## src/rtl/seq_run_ctrl.sv

```systemverilog
// rtl/seq_run_ctrl.sv - run controller for the 4-bit sequence generator
//
// Purpose: clears the generator, then advances it in FREE, COUNT or STEP
// mode, optionally stopping when the generator number equals a target.
//
// Ports:
//   CLK          clock, all state updates on rising edge
//   Reset        synchronous active-high reset
//   start        launch a run (sampled only in IDLE)
//   stop         abort the current run (RUN/STEP_WAIT only)
//   step_req     one-step request, STEP mode only
//   mode         00 FREE, 01 COUNT, 10 STEP, 11 treated as FREE
//   run_len      number of advances for COUNT mode
//   target       stop value for number
//   target_en    enable target match
//   number       current number from the generator
//   gen_clear    clear pulse to the generator
//   gen_advance  advance enable to the generator
//   busy         high in CLEAR, RUN, STEP_WAIT
//   done         one-cycle pulse at the end of a run
//   hit          sticky: run ended on target match
//   steps        advances issued in the current/last run
module seq_run_ctrl #(
  parameter int NUM_W = 4,
  parameter int CNT_W = 8
) (
  input  logic             CLK,
  input  logic             Reset,
  input  logic             start,
  input  logic             stop,
  input  logic             step_req,
  input  logic [1:0]       mode,
  input  logic [CNT_W-1:0] run_len,
  input  logic [NUM_W-1:0] target,
  input  logic             target_en,
  input  logic [NUM_W-1:0] number,
  output logic             gen_clear,
  output logic             gen_advance,
  output logic             busy,
  output logic             done,
  output logic             hit,
  output logic [CNT_W-1:0] steps
);

  typedef enum logic [2:0] {
    S_IDLE,
    S_CLEAR,
    S_RUN,
    S_STEP_WAIT,
    S_DONE
  } state_t;

  localparam logic [1:0]     MODE_FREE  = 2'b00;
  localparam logic [1:0]     MODE_COUNT = 2'b01;
  localparam logic [1:0]     MODE_STEP  = 2'b10;
  localparam logic [CNT_W:0] ONE_WIDE   = {{CNT_W{1'b0}}, 1'b1};
  localparam logic [CNT_W-1:0] ONE_CNT  = {{(CNT_W-1){1'b0}}, 1'b1};

  state_t             state_q, state_d;
  logic [1:0]         mode_q, mode_d;
  logic [CNT_W-1:0]   run_len_q, run_len_d;
  logic [NUM_W-1:0]   target_q, target_d;
  logic               target_en_q, target_en_d;
  logic [CNT_W-1:0]   steps_q, steps_d;
  logic               hit_q, hit_d;
  logic               active;
  logic               match;
  logic               adv_ok;

  // Match is only meaningful while a run can advance; it looks at the value
  // the generator shows before any advance issued in this same cycle.
  assign active = (state_q == S_RUN) || (state_q == S_STEP_WAIT);
  assign match  = active && target_en_q && (number == target_q);

  always_comb begin
    state_d     = state_q;
    mode_d      = mode_q;
    run_len_d   = run_len_q;
    target_d    = target_q;
    target_en_d = target_en_q;
    steps_d     = steps_q;
    hit_d       = hit_q;
    gen_clear   = 1'b0;
    gen_advance = 1'b0;
    busy        = 1'b0;
    done        = 1'b0;
    adv_ok      = 1'b0;

    unique case (state_q)
      S_IDLE: begin
        if (start) begin
          // Reserved mode 11 is stored as FREE so later decodes stay simple.
          mode_d      = (mode == 2'b11) ? MODE_FREE : mode;
          run_len_d   = run_len;
          target_d    = target;
          target_en_d = target_en;
          hit_d       = 1'b0;
          state_d     = S_CLEAR;
        end
      end

      S_CLEAR: begin
        gen_clear = 1'b1;
        busy      = 1'b1;
        steps_d   = '0;
        if ((mode_q == MODE_COUNT) && (run_len_q == '0)) begin
          state_d = S_DONE;
        end else if (mode_q == MODE_STEP) begin
          state_d = S_STEP_WAIT;
        end else begin
          state_d = S_RUN;
        end
      end

      S_RUN, S_STEP_WAIT: begin
        busy   = 1'b1;
        adv_ok = (state_q == S_RUN) || step_req;
        // Priority: stop, then match, then length completion, then advance.
        if (stop) begin
          state_d = S_DONE;
        end else if (match) begin
          hit_d   = 1'b1;
          state_d = S_DONE;
        end else if (adv_ok) begin
          gen_advance = 1'b1;
          steps_d     = (steps_q == '1) ? steps_q : steps_q + ONE_CNT;
          if ((mode_q == MODE_COUNT) &&
              (({1'b0, steps_q} + ONE_WIDE) == {1'b0, run_len_q})) begin
            state_d = S_DONE;
          end
        end
      end

      S_DONE: begin
        done    = 1'b1;
        state_d = S_IDLE;
      end

      default: state_d = S_IDLE;
    endcase

    // Generator controls and done must be quiet for the whole reset cycle,
    // whatever state the register happens to hold.
    if (Reset) begin
      gen_clear   = 1'b0;
      gen_advance = 1'b0;
      done        = 1'b0;
    end
  end

  always_ff @(posedge CLK) begin
    if (Reset) begin
      state_q     <= S_IDLE;
      mode_q      <= MODE_FREE;
      run_len_q   <= '0;
      target_q    <= '0;
      target_en_q <= 1'b0;
      steps_q     <= '0;
      hit_q       <= 1'b0;
    end else begin
      state_q     <= state_d;
      mode_q      <= mode_d;
      run_len_q   <= run_len_d;
      target_q    <= target_d;
      target_en_q <= target_en_d;
      steps_q     <= steps_d;
      hit_q       <= hit_d;
    end
  end

  assign steps = steps_q;
  assign hit   = hit_q;

endmodule
```

## config.mk

```make
export PLATFORM = sky130hd
export DESIGN_NAME = seq_run_ctrl
export DESIGN_NICKNAME = d
export VERILOG_FILES = /design/src/rtl/seq_run_ctrl.sv
export SDC_FILE = /design/constraint.sdc
export NUM_CORES = 1
export LEC_CHECK = 0
export CAP_MARGIN = 20
export CORE_UTILIZATION = 49
export CTS_BUF_LIST = sky130_fd_sc_hd__clkbuf_4 sky130_fd_sc_hd__clkbuf_8 sky130_fd_sc_hd__clkbuf_16
export DETAILED_ROUTE_END_ITERATION = 6
export PLACE_DENSITY = 0.81
export SYNTH_ARGS = -nofsm -noshare
export SYNTH_HDL_FRONTEND = slang
export SYNTH_SLANG_ARGS = --single-unit
```

## constraint.sdc

```tcl
create_clock -name CLK -period 2 [get_ports CLK]
set_clock_uncertainty 0.05 [all_clocks]
set_input_delay 0.2 -clock CLK [delete_from_list [all_inputs] [get_ports CLK]]
set_output_delay 0.2 -clock CLK [all_outputs]
set_load 0.01 [all_outputs]
```

Word-level counts from Yosys, hierarchy flattened:

Cells that the tools add are included.

* logic and storage cells: 71
* register bits after elaboration: 27
* output and inout port bits: 13

* eq/ne operators: 18
* add/subtract/negate cells: 2
* muxes and demuxes: 28
* reduce and logical (&&, ||, !) cells: 16

Operators with widths (count)
* $mux W8: 4
* $mux W3: 6
* $pmux W8 S2: 1
* $mux W1: 14
* $ne A2 B2 Y1 const B: 6
* $add A8 B1 Y9 const B: 1
* $eq A9 B8 Y1: 1
* $pmux W3 S3: 1
* $add A8 B1 Y8 const B: 1
* $eq A8 B8 Y1 const B: 1
* $logic_not A8 Y1: 1
* $ne A4 B4 Y1 const B: 2
* $eq A3 B2 Y1 const B: 2
* $reduce_and A5 Y1: 1
* $eq A2 B2 Y1 const B: 2
* $eq A4 B4 Y1: 1
* $logic_and A1 B1 Y1: 4
* $reduce_and A4 Y1: 1
* $reduce_bool A2 Y1: 2
* $eq A3 B1 Y1 const B: 1
* $eq A3 B3 Y1 const B: 1
* $logic_not A3 Y1: 1
* $reduce_and A3 Y1: 1
* $reduce_or A3 Y1: 1
* other kinds (6): 7

Longest topological paths before layout:

Gate-level depths: netlist (run 1).

* word-level depth: 8
* gate-level depth with buffers: 9
* mapped depth without buffers: 7

Least setup slack after synthesis (run 1):

No wires, ideal clock.

* path kind: register to register
* start: register steps_q[0], in the netlist steps[0]
* end: register state_q[0]
* buffers on the path: 1
* clock period less this slack: 1.939 ns
* required time: 1.833 ns
* stages on the path, launching flop included: 8
* data arrival time: 1.772 ns
* path slack: 0.061 ns
* cells stage by stage: dfxtp_1 > ha_1 > buf_2 > nand2_1 > xor2_1 > a221oi_1 > a211oi_2 > a32o_1

* longest elaborated chain between the ends: 5

RTL lines
* start: declaration: RTL line 64 `logic [CNT_W-1:0] steps_q, steps_d;`
* start signal: assignment: RTL line 166 `steps_q <= steps_d;`
* $add A8 B1 Y9: RTL line 128 `(({1'b0, steps_q} + ONE_WIDE) == {1'b0, run_len_q})) begin`
* $eq A9 B8 Y1: RTL line 128
* $logic_and A1 B1 Y1: RTL line 127 `if ((mode_q == MODE_COUNT) &&`
* $ne A4 B4 Y1 (no line)
* $reduce_and A3 Y1 (no line)
* end signal: assignment: RTL line 161 `state_q <= state_d;`
* end: declaration: RTL line 59 `state_t state_q, state_d;`

Every way passes these cells.
A chain may end at the register's enable or synchronous reset.

Final worst setup path (run 1):

Same ends and word-level chain as after synthesis.

==> results.md, run 1 <==
Power and ir drop:
- The power density of the placed cells is roughly 630 nW/um^2.
- The sequential share of power is 50.1%.
- Of the total power, the share spent switching nets is 33.0%.
- The share of power burned in combinational logic is 31.2%.
- The analysis attributes to net switching a power of around 420 uW.
- The share of total power dissipated in the clock network is 18.7%.
- The internal power consumption is about 850 uW.
- Summed over all cells, the static leakage comes to between 0.7 and 0.8 nW.
- IR analysis of the VDD net gives a maximum drop of 0.347 mV.

Worst hold path:
- The hold path startpoint is run_len[5].
- The path class of the tightest hold or removal check is in2reg.

Floorplan:
- The floorplan has 19 rows.
- The floorplan step defined a core boundary enclosing 2880 sq um.
- Pin placement for this block handled 37 I/O pins.
- The initial utilization of the core area, before any placement, comes to between 50% and 60%.
- From left edge to right edge, the die measures 58.0 um.
- The area enclosed by the die boundary is 3370 sq um.
- The die height is 58.0 um.

Worst setup path:
- Tracing the worst setup path back leads to its startpoint at steps[0]$_SDFFE_PP0P_.
- The kind of capture point of the worst setup path is a flop.
- Traced cell by cell, the critical path runs through buf_4, and3_1, xnor2_1, a2111oi_4, a211oi_2, a32o_1.
- The slowest stage of the critical path belongs to the cell sky130_fd_sc_hd__a2111oi_4.
- The highest cell delay on the worst timing path is 400 ps.
- The required time of the critical path is 2190 ps.
- The arrival time at the worst endpoint is 2100 ps.
- The critical path is of the reg2reg type.
- In this run the critical register-to-register path is launched from steps[0]$_SDFFE_PP0P_.
- The critical-path maximum fanout is 6.
- The category of the worst setup path launch point is a flop.

CTS:
- The level count of the clock H-tree is 1.
- The number of hold buffers added after CTS was 0.
- The setup fix buffers added after clock tree synthesis is 0.
- The CTS buffer count is 3.
- The clock drives 27 sinks.
- For the worst-skew pair, the clock arrives at the later sink with an insertion delay of 330 ps.
- The cell sitting at the root of the clock tree is a sky130_fd_sc_hd__clkbuf_4.
- Clock-pin slew was measured on the worst setup and hold paths at around 150 ps.
- The maximum root-to-sink buffer count is 2.
- The clock tree from TritonCTS is built.

Route:
- The first-pass detailed-route iteration total is 6.
- The overall routed net length is 3740 um.
- The vias per cell is 5.62.
- The total number of vias is approximately 1500.
- The final antenna-violating net count is 0.
- For this block, the initial DRC count from the detailed router was 74.
- After detailed routing, the average wire length per cell comes to around 14 um.
- The final routed DRC violation total is 2.

Logic synthesis:
- The number of nets in the synthesized netlist is 213.
- The async set-or-reset flop fraction in the synthesized netlist is 0%.
- The mean area per synthesized cell is 8.19 sq um.
- The share of the Yosys chip area taken by registers is 35.1%.
- The number of enable-type register cells in the synthesized netlist is 0.
- In this run the cell area of the synthesized design comes to 1540 sq um.
- The number of different library cells in the post-synthesis netlist is 41.
- The yosys synthesis warning count is 0.
- The register bit total from synthesis is 27.
- Synthesis produced 188 cells.
- The dominant register cell in the synthesized netlist is sky130_fd_sc_hd__dfxtp_1.

Global routing:
- The via count of the first global-routing pass is 1402.
- The largest net degree at the start of global routing is 21.
- Global routing consumed, on the met3 layer, 2.68% of the routing resources.
- The initial antenna violation count is 0.
- Summed over all layers, the global routing overflow is 0.
- The global-route layer with the greatest usage is met2.
- The first global-routing pass estimated 5960 um of wire.
- For this run, global-route usage on met2 was measured as 39.1%.
- The global routing usage on met1 is 28.5%.
- The total routing resource utilization after global routing is 22.5%.

Placement:
- After detailed placement, the total cell area comes to around 2000 sq um.
- The HPWL after detailed placement is 2800 um.
- At the end of routability-driven placement, the weighted congestion stood at 0.860.
- The number of placed instances, taps included, is 262.
- Buffers placed on the I/O ports in this run total 36.

Status:
- The final reports fail on DRC.
- The run finished, with violations left.

Layout:
- The finished layout holds 266 standard cells, fillers aside.
- In the final layout, the share of cells above drive strength 1 is around 16%.
- The count of nets after finishing is 250.
- The repair_antennas step left the layout with diodes totalling 0.
- The area overhead of the layout relative to synthesis is 31.1%.
- The count of fill cells added during filler insertion is 241.
- The core utilization of the finished layout is a little over two thirds.
- Registers take 549 sq um.
- After routing the design area is 2020 sq um.
- Summing all multi-input logic gate instances after layout gives 930 sq um.

Job:
- Max-cap violations in this run came to 0.

Timing:
- At the pin with the least slew margin, the transition time is 567 ps.
- The fraction of the cycle the final worst path needs is 95.6%.
- Summed over all failing endpoints, the final setup total negative slack is 0 ps.
- The total setup violations reported at the end of the flow is 0.
- In this run the tightest slew margin relative to its limit is 61.9%.
- The shortest period the worst path allows is 1910 ps.
- The final max-slew violation count is 0.
- The number of hold-slack violations in the final timing report is 0.
- Derived from the worst setup path, the maximum achievable clock frequency is 523 MHz.
- Setup repair after global routing left no endpoint under its margin.
-- layout by cell type, fill, tap and decap left out, drive strengths merged, types with 6 or more instances in the layout --
cell type       n
clkdlybuf4s50  34
nand2          32
dfxtp          27
a21oi          17
a31oi          12
buf            12
nor2           11
xnor2           9
nor4            7
o21ai           6
-- power by group through the flow --
stage / logic, mW / clock network (mW) / registers (mW)
after floorplan: 0.254 / 0 / 0.634
after global placement: 0.375 / 0 / 0.639
after detailed placement: 0.383 / 0 / 0.643
after CTS: 0.384 / 0.247 / 0.632
after global routing: 0.433 / 0.269 / 0.643
final: 0.396 / 0.238 / 0.637
-- state kept, by name, summed over array words and instances, names as in the netlist --
register     flops
hit              1
mode_q           2
run_len_q        8
state_q          3
steps            8
target_en_q      1
target_q         4
-- repair_timing --
item                                    in CTS  in global routing
pin swaps                                    0                  1
endpoints found under the setup margin       3                  5
gates resized for setup                      4                 12
-- routing by layer --
| layer | share of wire (%) | routed length (um) |
|---|---|---|
| met1 | 44 | 1630 |
| met5 | 0 | 0 |
| met3 | 6.7 | 249 |
| met4 | 2.4 | 89 |
| met2 | 47 | 1770 |
-- layout make-up --
| class | instances | area share [%] |
|---|---|---|
| Multi-Input combinational cell | 142 | 46.1 |
| Tap cell | 42 | 2.60 |
| Clock inverter | 1 | 0.248 |
| Timing Repair Buffer | 48 | 22.2 |
| Clock buffer | 3 | 1.12 |
| Sequential cell | 27 | 27.2 |
| Inverter | 3 | 0.558 |
-- cells by family (layout without fill, tap and decap cells) --
group | Yosys count | after routing | share of synthesized area [%]
buffers and inverters | 19 | 55 | 6.58
flip-flops | 27 | 27 | 35.1
AND/OR/NAND/NOR | 76 | 76 | 26.3
XOR/XNOR | 13 | 13 | 7.40
adder cells (fa/ha/maj) | 1 | 1 | 0.813
AO/OA/AOI/OAI | 52 | 52 | 23.7
-- synthesized netlist by cell type (all sizes together), types with 2 or more instances --
cell type / instances / area (sq um)
a31oi: 12 / 75.1
dfxtp: 27 / 541
o21ai: 6 / 30.0
xnor2: 9 / 78.8
o2111ai: 2 / 23.8
a211o: 2 / 17.5
a21oi: 17 / 85.1
nor2: 11 / 48.8
nor3: 4 / 20.0
and3: 4 / 25.0
a32o: 3 / 30.0
buf: 10 / 67.6
nor4: 7 / 43.8
nand2: 32 / 120
and4b: 2 / 20.0
xor2: 4 / 35.0
inv: 3 / 11.3
a41oi: 2 / 17.5
o31ai: 2 / 15.0
nand3b: 3 / 22.5
nand3: 4 / 20.0
o21bai: 2 / 15.0
clkbuf: 6 / 22.5
-- stage by stage --
| step | power [mW] | hold slack, ps | worst slack (ps) |
|---|---|---|---|
| 2_1_floorplan | 0.888 | 286 | 60.7 |
| 3_3_place_gp | 1.01 | 401 | -78.6 |
| 3_5_place_dp | 1.03 | 413 | -189 |
| 4_1_cts | 1.26 | 346 | 20.4 |
| 5_1_grt | 1.34 | 356 | 8.81 |
| 6_report | 1.27 | 353 | 88.6 |
-- final timing paths --
| path | to | slack (ps) | cells after the start |
|---|---|---|---|
| max reg2reg | state_q[0]$_SDFFE_PP0P_ | 90 | 6 |
| max | state_q[0]$_SDFFE_PP0P_ | 90 | 6 |
| min reg2reg | target_en_q$_SDFFE_PP0P_ | 430 | 2 |
| min | run_len_q[5]$_SDFFE_PP0P_ | 350 | 3 |
-- worst max-delay path: cells and delay by family (launching register included) --
| kind | cells | cell delay, ps |
|---|---|---|
| AO/OA/AOI/OAI | 3 | 830 |
| flip-flops | 1 | 380 |
| AND/OR/NAND/NOR | 1 | 280 |
| buffers and inverters | 1 | 150 |
| XOR/XNOR | 1 | 140 |
Note: power is estimated with default switching activity, not from simulation.
==> inputs of run 2 (changes only) <==
Settings changed: PLACE_DENSITY 0.81 to 0.79.
==> run 2 against run 1 <==
  * The flow still finishes with violations (DRC)
  * Die area unchanged
  * Count of clock-buffer cells in the layout rose by 1
  * First-iteration DRC count is 34% higher
  * Design area grew 3.0%
  * Final cell count is 3.8% higher
  * Critical path depth fell by 2
  * Hold slack got worse by 7.4 ps
  * Sequential share of layout area decreased by 1.0 points
  * Register-to-register slack about the same
  * Critical endpoint is now done
  * Largest cell class unchanged
  * Largest power group unchanged
==> results.md, run 2 (same netlist as run 1, synthesis figures left out) <==
Status:
- The run finished, with violations left.
- The final reports fail on DRC.

Timing:
- The shortest period the worst path allows is 1930 ps.
- In the finished design, the share of the clock period the worst path needs comes to between 90% and 100%.
- The final-layout worst hold slack is 345 ps.
- Across all setup checks in the final design, the least slack found is between 70 and 80 ps.
- The maximum operating frequency is 519 MHz.
- For the final routed database, the setup TNS stands at 0 ps.
- The final max-slew violation count was 0.
- The transition at the pin with the smallest max-transition slack is 732 ps.
- The number of hold-slack violations in the final timing report is 0.
- The total setup violations reported at the end of the flow is 0.
- The worst slew slack as a fraction of its limit is 51.0%.

Worst hold path:
- In this run the worst hold path is classified as in2reg.
- The hold path startpoint is target[2].

CTS:
- In this run the number of H-tree levels came out at 1.
- Buffers inserted during clock tree synthesis total 3.
- The worst-skew pair later-pin latency is 330 ps.
- TritonCTS built the clock tree.
- The number of clock sinks is 27.
- The clock passes through at most 2 buffers.
- Post-CTS timing repair inserted 0 buffers for setup.
- Clock tree synthesis selected as its root buffer the cell sky130_fd_sc_hd__clkbuf_4.
- The clock transition time at the flip-flop clock pins of the worst setup and hold paths is 150 ps.

Worst setup path:
- For this run, the slowest stage of the critical path takes 530 ps.
- For the worst setup path, the data required time is approximately 1800 ps.
- The length in cells of the worst reg-to-reg path is 8.
- The startpoint of the lowest-slack register-to-register path is steps[0]$_SDFFE_PP0P_.
- In this run the worst setup path begins at state_q[1]$_SDFFE_PP0P_.
- The end point of the critical path is done.
- Of all nets on the critical path, the largest fanout is 6.
- The minimum setup slack among reg-to-reg paths is 90 ps.
- The capturing point of the worst reg2reg path is state_q[0]$_SDFFE_PP0P_.
- The arrival time at the worst endpoint is 1680 ps.
- On the critical path, the stage with the largest delay is an instance of sky130_fd_sc_hd__clkdlybuf4s50_1.
- STA classifies the critical path endpoint as a primary output.
- The category of the worst setup path launch point is a flop.
- The critical path goes through buf_4, nor2_2, and3_1, clkdlybuf4s50_1.
- The critical path in this run is classified as reg2out.

Route:
- The first-pass detailed-route iteration total is 6.
- The overall routed net length is 3760 um.
- The detail route stage leaves a number of antenna-violating nets equal to 0.
- In this run, the number of DRC markers left after iteration 0 of detailed routing was 99.
- The total number of vias is between 1500 and 2000.
- The vias per cell is about 5.7.
- The average routed wire per standard cell is 13.6 um.
- The final routed DRC violation total is 1.

Power and ir drop:
- The power density of the placed cells is 629 nW/um^2.
- Summing internal, switching and leakage power gives 1.31 mW.
- Combinational logic is responsible for roughly a third of the overall power.
- The share of total power dissipated in the clock network is 19.9%.
- Registers are responsible for between 40 and 50% of the overall power.
- The analysis attributes to cell leakage a power of roughly 0.77 nW.
- The switching component of the power is about 430 uW.
- The worst voltage drop across the vdd grid is roughly 0.56 mV.
- The share of total power consumed by net switching is between 30 and 40%.
- The internal power consumption is between 800 and 900 uW.

Global routing:
- The largest net degree at the start of global routing is 19.
- Across every metal layer, demand over resource in global routing totals 24.5%.
- The initial antenna violation count is 0.
- The overall overflow remaining after global route is 0.
- The wire length of the first global-routing pass is around 6400 um.
- The via count of the first global-routing pass is about 1500.

Placement:
- The cell area reported after detailed placement is 2030 sq um.
- In this run the tool buffered the top-level ports with 36 buffer cells.
- The routability congestion estimate is 0.854.
- The wire-length estimate of the detail-placed layout is between 2000 and 3000 um.
- The post-placement worst setup slack is -334 ps.

Layout:
- The top cell types in the final layout, fill and taps aside, are sky130_fd_sc_hd__clkdlybuf4s50_1, sky130_fd_sc_hd__nand2_1, sky130_fd_sc_hd__dfxtp_1, sky130_fd_sc_hd__buf_4, sky130_fd_sc_hd__a21oi_1.
- Compared with the post-synthesis result, the final layout area differs by 35.0%.
- The final antenna diode count is 0.
- The count of fill cells added during filler insertion is 235.
- In the final design database the tool counted 260 nets.
- Leaving out fill and tap cells, the most frequent cell in the layout is sky130_fd_sc_hd__clkdlybuf4s50_1.
- The finished layout cell area is 2080 sq um.
- The ratio of cells with drive above 1 in the final layout is 17.9%.

Floorplan:
- For this configuration, the core starts out at a cell density of a little over half.
- The die is 58.0 um tall.
- The core area is 2880 sq um.
- The die span in x is 58.0 um.
- The area enclosed by the die boundary is 3370 sq um.
- For this design the top-level I/O count stands at 37.
- The number of standard-cell rows in the floorplan is 19.

Job:
- The max-cap violation count is 0.
## run 2: cell types whose count changed in the layout (fill, tap and decap cells not counted), sizes merged
cell          delta
clkinv           -1
clkbuf           +2
buf             +10
dlygate4sd2      -2
dlymetal6s2s     +1
## run 2: layout make-up
cell class	instances	area (sq um)	share of cell area [%]
clock buffers	4	30.0	1.44
inverters	3	11.3	0.542
multi-input cells	142	917	44.1
flip-flops and latches	27	544	26.2
well taps	42	52.6	2.53
repair buffers	58	523	25.2
## run 2: power groups by stage
stage | Clock (mW) | Sequential, mW | Combinational, mW
global route | 0.279 | 0.633 | 0.461
finish | 0.260 | 0.629 | 0.418
floorplan | 0 | 0.634 | 0.254
CTS | 0.262 | 0.628 | 0.411
global placement | 0 | 0.637 | 0.401
detailed placement | 0 | 0.639 | 0.409
## run 2: metrics by stage
step,cells,utilization [%]
3_5_place_dp,272,70.5
3_3_place_gp,272,70.5
4_1_cts,276,71.7
5_1_grt,276,72.2
6_report,276,72.2
2_1_floorplan,188,-
## run 2: routing by layer
| metal | wire length (um) | global-route usage [%] | vias to the layer above |
|---|---|---|---|
| met1 | 1680 | 30.4 | 731 |
| met4 | 69 | 11.2 | 0 |
| li1 | - | - | 782 |
| met5 | 0 | 0 | - |
| met3 | 168 | 3.13 | 6 |
| met2 | 1840 | 42.4 | 46 |
## run 2: worst min-delay path by stage
| stage | end | slack, ps | cells after the start |
|---|---|---|---|
| 6_report | target_q[2]$_SDFFE_PP0P_ | 350 | 3 |
| 5_1_grt | run_len_q[7]$_SDFFE_PP0P_ | 340 | 3 |
| 4_1_cts | target_q[2]$_SDFFE_PP0P_ | 340 | 3 |
| 3_5_place_dp | target_en_q$_SDFFE_PP0P_ | 410 | 2 |
| 3_3_place_gp | target_en_q$_SDFFE_PP0P_ | 400 | 2 |
| 2_1_floorplan | target_en_q$_SDFFE_PP0P_ | 290 | 2 |
## run 2: critical path: cells and delay by family (launching register included)
kind	cells	cell delay (ps)
DFF	1	370
and+or+nand+nor	2	290
buffers and inverters	2	690
## run 2: timing repair
item | in CTS | in global routing
pin swaps | 0 | 1
hold buffers | 0 | 0
setup endpoints to repair | 10 | 6
resized for setup | 3 | 10
==> inputs of run 3 (changes only) <==
Settings changed: SLEW_MARGIN from default to 20.
==> results of run 3 <==
Final layout, timing and power as in run 2 (identical DEF).
